[src/rtl/mb_session_initiator.sv]
// Host-side session driver for the MB ATM core: one request in, EN pulse of SETTLE cycles, sampled/classified response out.
// Latency: EN high cycles 1..SETTLE after accept, rsp_valid from SETTLE+2; response held until rsp_ready.
module mb_session_initiator #(
    parameter int         SETTLE      = 2,
    parameter int         MAX_TRIES   = 3,
    parameter logic [3:0] INIT_SALDO  = 4'hF,
    parameter logic [4:0] ECRA_OK     = 5'b00001,
    parameter logic [4:0] ECRA_PINERR = 5'b00010
) (
    input  logic       CLK,
    input  logic       RST_N,
    input  logic       req_valid,
    output logic       req_ready,
    input  logic [3:0] req_pin,
    input  logic [4:0] req_cod,
    input  logic [3:0] req_val,
    output logic       EN,
    output logic [3:0] PIN,
    output logic [4:0] COD,
    output logic [3:0] VAL,
    output logic [3:0] SALDO,
    input  logic [3:0] VAL_OUT,
    input  logic [3:0] SALDO_OUT,
    input  logic [4:0] ECRA,
    input  logic       PAR,
    output logic       rsp_valid,
    input  logic       rsp_ready,
    output logic [3:0] rsp_val,
    output logic [3:0] rsp_saldo,
    output logic [4:0] rsp_ecra,
    output logic [1:0] rsp_status,
    output logic       locked
);
    localparam int CW = (SETTLE > 1) ? $clog2(SETTLE) : 1;

    typedef enum logic [2:0] {S_IDLE, S_DRIVE, S_SAMPLE, S_RESP, S_LOCKED} state_t;

    state_t          state_q, state_d;
    logic [CW-1:0]   wait_q, wait_d;
    logic [3:0]      pin_q, val_q, bal_q, rsp_val_q, rsp_saldo_q;
    logic [4:0]      cod_q, rsp_ecra_q;
    logic [1:0]      rsp_status_q, status_d;
    logic [2:0]      fail_q;
    logic            par_err;

    always_ff @(posedge CLK or negedge RST_N) begin
        if (!RST_N) begin
            state_q <= S_IDLE;
            wait_q  <= '0;
        end else begin
            state_q <= state_d;
            wait_q  <= wait_d;
        end
    end

    always_comb begin
        state_d = state_q;
        wait_d  = wait_q;
        case (state_q)
            S_IDLE: begin
                wait_d = '0;
                if (req_valid) state_d = S_DRIVE;
            end
            S_DRIVE: begin
                if (wait_q == CW'(SETTLE - 1)) state_d = S_SAMPLE;
                else                           wait_d  = wait_q + 1'b1;
            end
            S_SAMPLE: state_d = S_RESP;
            S_RESP: begin
                if (rsp_ready) state_d = (fail_q == 3'(MAX_TRIES)) ? S_LOCKED : S_IDLE;
            end
            S_LOCKED: state_d = S_LOCKED;
            default:  state_d = S_IDLE;
        endcase
    end

    always_comb begin
        req_ready = (state_q == S_IDLE);
        EN        = (state_q == S_DRIVE);
        rsp_valid = (state_q == S_RESP);
        locked    = (state_q == S_LOCKED);
    end

    // Parity has top priority so a corrupted screen code can never be trusted.
    always_comb begin
        par_err = ((^{VAL_OUT, SALDO_OUT, ECRA}) != PAR);
        if (par_err)                  status_d = 2'b10;
        else if (ECRA == ECRA_PINERR) status_d = 2'b01;
        else if (ECRA == ECRA_OK)     status_d = 2'b00;
        else                          status_d = 2'b11;
    end

    always_ff @(posedge CLK or negedge RST_N) begin
        if (!RST_N) begin
            pin_q        <= '0;
            cod_q        <= '0;
            val_q        <= '0;
            bal_q        <= INIT_SALDO;
            fail_q       <= '0;
            rsp_val_q    <= '0;
            rsp_saldo_q  <= '0;
            rsp_ecra_q   <= '0;
            rsp_status_q <= '0;
        end else begin
            if (state_q == S_IDLE && req_valid) begin
                pin_q <= req_pin;
                cod_q <= req_cod;
                val_q <= req_val;
            end
            if (state_q == S_SAMPLE) begin
                rsp_val_q    <= VAL_OUT;
                rsp_saldo_q  <= SALDO_OUT;
                rsp_ecra_q   <= ECRA;
                rsp_status_q <= status_d;
                if (status_d == 2'b00) begin
                    bal_q  <= SALDO_OUT;
                    fail_q <= '0;
                end else if (status_d == 2'b01 && fail_q != 3'(MAX_TRIES)) begin
                    fail_q <= fail_q + 1'b1;
                end
            end
        end
    end

    assign PIN        = pin_q;
    assign COD        = cod_q;
    assign VAL        = val_q;
    assign SALDO      = bal_q;
    assign rsp_val    = rsp_val_q;
    assign rsp_saldo  = rsp_saldo_q;
    assign rsp_ecra   = rsp_ecra_q;
    assign rsp_status = rsp_status_q;
endmodule

[config.mk]
export PLATFORM = sky130hd
export DESIGN_NAME = mb_session_initiator
export DESIGN_NICKNAME = d
export VERILOG_FILES = /design/src/rtl/mb_session_initiator.sv
export SDC_FILE = /design/constraint.sdc
export NUM_CORES = 1
export LEC_CHECK = 0
export CAP_MARGIN = 25
export CELL_PAD_IN_SITES_DETAIL_PLACEMENT = 0
export CELL_PAD_IN_SITES_GLOBAL_PLACEMENT = 1
export CORE_ASPECT_RATIO = 1.75
export CORE_UTILIZATION = 34
export DETAILED_ROUTE_END_ITERATION = 10
export PLACE_DENSITY_LB_ADDON = 0.15
export SYNTH_ARGS = -nofsm -noshare
export SYNTH_HDL_FRONTEND = slang
export SYNTH_SLANG_ARGS = --single-unit
[constraint.sdc]
create_clock -name CLK -period 2.4 [get_ports CLK]
set_clock_uncertainty 0.05 [all_clocks]
set_input_delay 0.24 -clock CLK [delete_from_list [all_inputs] [get_ports CLK]]
set_output_delay 0.24 -clock CLK [all_outputs]
set_load 0.005 [all_outputs]
==> flow_metrics.py <==
metrics = {
    "run_status": {
        "status": "complete, but fails checks",
        "violations": "DRC",
    },
    "worst_setup_path": {
        "crit_chain": "clkdlybuf4s50_1 -> inv_1 -> ha_4 -> xnor2_2 -> xnor2_1 -> xnor3_2 -> or4_4 -> mux2_4",
        "path_max_fanout": 4,
        "crit_path_start_kind": "input port",
        "cp_data_required_time_ps": 2560,
        "worstSetupPathType": "input port to flop",
        "critPathSlowestCell": "or4_4",
        "cp_data_arrival_time_ps": 2530,
        "cpLargestDelayFamily": "XOR/XNOR gates",
        "max_stage_delay_ps": 550,
        "crit_path_end_kind": "flop",
        "critPathBufInv": 2,
    },
    "global_route": {
        "grt_use_total_pct": 14.72,
        "grt_max_degree": 40,
        "grt_pass1_vias": 1403,
        "antenna_found_initial": 0,
        "grt_pass1_wl_um": 6265,
        "overflow": 0,
    },
    "synthesis": {
        "synthAdderAreaFrac_pct": 3.511,
        "synthTopCellsByArea": "dfrtp_1 49%, mux2_2 19%, dfstp_2 5.9%, ha_1 3.5%, xnor2_1 3.4%",
        "yosysTopAreaCellShare_pct": 49.16,
        "synth.area.mux_share_pct": 22.33,
        "synthesis.area_mm2": 0.001782,
        "syn-mean-instance-area_um2": 13.40,
        "synth_warnings": 0,
        "synth_xor_area_share_pct": 6.110,
        "synth_top_cell_by_area": "dfrtp_1",
        "synth-seq-cells": 39,
        "ys_seq_area_share_pct": 55.06,
        "synth_compound_area_share_pct": 2.458,
        "synth_top_family_by_area": "multiplexers",
        "syn-instance-count": 133,
        "synth-simple-area-share_pct": 7.303,
        "synth_cell_types": 27,
        "synth_nets": 169,
    },
    "clock_network": {
        "cts_tree": "built",
        "clock_tree.root_cell": "clkbuf_8",
        "ctsHoldBuffers": 0,
        "clock-sinks": 39,
        "clk_latency_ps": 280,
        "numCtsBuffers": 5,
        "clock_path_buffers": 2,
        "cts_max_level": 2,
        "path_clk_slew_ps": 70,
    },
    "power": {
        "powerDensity_mw_per_mm2": 1107,
        "clkPwrFrac_pct": 15.9,
        "peakVddDrop_mv": 0.5473,
        "power.switching_w": 0.0008196,
        "switching_share_pct": 27.38,
        "p_int_w": 0.002174,
        "leakage_nw": 1.174,
        "p_comb_share_pct": 46.1,
        "power_frac_seq_pct": 37.9,
    },
    "drt": {
        "drtIter0Drc": 28,
        "drc": 8,
        "wirelength_um": 3816,
        "drtAntennaViolNets": 0,
        "viasPerCell": 4.835,
        "wl_per_cell_um": 14.29,
        "first_pass_iters": 7,
        "vias": 1291,
    },
    "timing": {
        "period_needed_ps": 2363,
        "fmaxAchievable_mhz": 423.2,
        "setup_viol": 0,
        "period_share_pct": 98.45,
        "tns_ps": 0,
        "relSlewSlack_pct": 42.96,
        "tightest_slew_ps": 855.6,
        "drv_slew": 0,
        "hold_viol": 0,
    },
    "finish": {
        "syn2layout_area_growth_pct": 51.76,
        "final_nets": 248,
        "layout_commonest_cell": "clkdlybuf4s50_1",
        "antenna_cells": 0,
        "layout-drive-gt1-share_pct": 31.46,
        "fillers": 467,
        "stdcell_area_mm2": 0.002704,
        "final_cell_mix": "63 x clkdlybuf4s50_1, 35 x dfrtp_1, 30 x mux2_2",
    },
    "place": {
        "port_buffers": 66,
        "hpwlAfterDp_um": 2908,
        "gp_congestion": 0.7576,
        "place_area_mm2": 0.002557,
    },
    "floorplan": {
        "die_h_um": 97.76,
        "dieArea_mm2": 0.005545,
        "num_rows": 34,
        "io_pins": 67,
        "coreArea_mm2": 0.005020,
        "start_util_pct": 35.49,
        "die_w_um": 56.72,
    },
    "min_path": {
        "min_path_type": "input port to async pin",
    },
    "job": {
        "maxCapViolCount": 0,
    },
}
==> sequential cells by signal (all words and copies together) (netlist names), 4 cells and up <==
register   flops
PIN            4
rsp_saldo      4
rsp_val        4
VAL            4
rsp_ecra       5
SALDO          4
COD            5
==> per-stage QoR <==
stage	power, W	util (%)	cells	setup slack, ps	hold slack [ps]
floorplan	0.001720	-	133	286.5	-105.6
global placement	0.002476	50.95	258	-221.8	346.5
detailed placement	0.002524	50.95	258	-270.9	368.6
CTS	0.003018	52.94	266	31.58	53.96
global route	0.003198	53.86	267	-12.25	94.08
finish	0.002994	53.86	267	37.15	10.58
==> repair_timing <==
action | in CTS | in global routing
resized for setup | 0 | 8
endpoints found under the setup margin | 0 | 4
setup buffers | 0 | 1
==> final timing paths <==
| path | startpoint | end | slack, ps | depth (start not counted) |
|---|---|---|---|---|
| max | ECRA[3] | SALDO[2]$_DFFE_PN1P_ | 40 | 8 |
| min | RST_N | rsp_ecra[4]$_DFFE_PN0P_ | 10 | 1 |
| max reg2reg | state_q[1]$_DFFE_PN0P_ | SALDO[2]$_DFFE_PN1P_ | 370 | 4 |
| min reg2reg | rsp_saldo[3]$_DFFE_PN0P_ | rsp_saldo[3]$_DFFE_PN0P_ | 460 | 1 |
| max in group asynchronous | RST_N | state_q[2]$_DFFE_PN0P_ | 1750 | 1 |
| min in group CLK | ECRA[2] | rsp_ecra[2]$_DFFE_PN0P_ | 220 | 2 |
==> power groups by stage <==
stage | registers, W | logic (W) | clock network, W
after floorplan | 0.00114 | 0.000582 | 0
after global placement | 0.00113 | 0.00134 | 0
after detailed placement | 0.00115 | 0.00137 | 0
after CTS | 0.00115 | 0.00138 | 0.000495
after global routing | 0.00118 | 0.00149 | 0.000524
final | 0.00114 | 0.00138 | 0.000477
==> layout make-up <==
class	instances	area [um^2]	area share [%]
Clock buffer	8	100.1	3.702
Timing Repair Buffer	77	743.2	27.49
Tap cell	54	67.56	2.499
Inverter	8	30.03	1.111
Sequential cell	39	980.9	36.28
Multi-Input combinational cell	81	782.0	28.92
==> cell usage after synthesis <==
cell	count
dfstp_2	4
and2_0	1
xor2_1	1
mux2_4	4
clkbuf_1	3
nor3b_1	3
o211ai_1	1
or3_1	1
xnor2_1	7
dfrtp_1	35
or4_4	1
buf_2	1
xnor2_2	1
buf_6	1
nor2b_1	1
xnor3_1	1
a31o_2	1
ha_1	5
mux2_2	30
nand2b_1	2
nand2_1	4
nor3_1	4
nor2_1	8
o21ai_0	1
inv_1	8
o21bai_1	1
a21oi_1	3
==> cell families (layout without fill, tap and decap cells) <==
| group | count (synthesis) | in the layout |
|---|---|---|
| adder cells (fa/ha/maj) | 5 | 5 |
| XOR/XNOR | 10 | 10 |
| buffers and inverters | 13 | 93 |
| flip-flops | 39 | 39 |
| multiplexers | 34 | 34 |
| AND/OR/NAND/NOR | 25 | 25 |
| AO/OA/AOI/OAI | 7 | 7 |
==> layer usage <==
layer  part of all wire, %  wire length (um)  up-vias  global-route usage (%)
li1                      -                 -      608                       -
met1                    32              1233      629                   13.94
met2                    60              2283       46                   29.03
met5                     0                 0        -                       0
met4                   2.0                76        0                   5.192
met3                   5.8               222        8                   3.841
(Power assumes the default switching activity.)
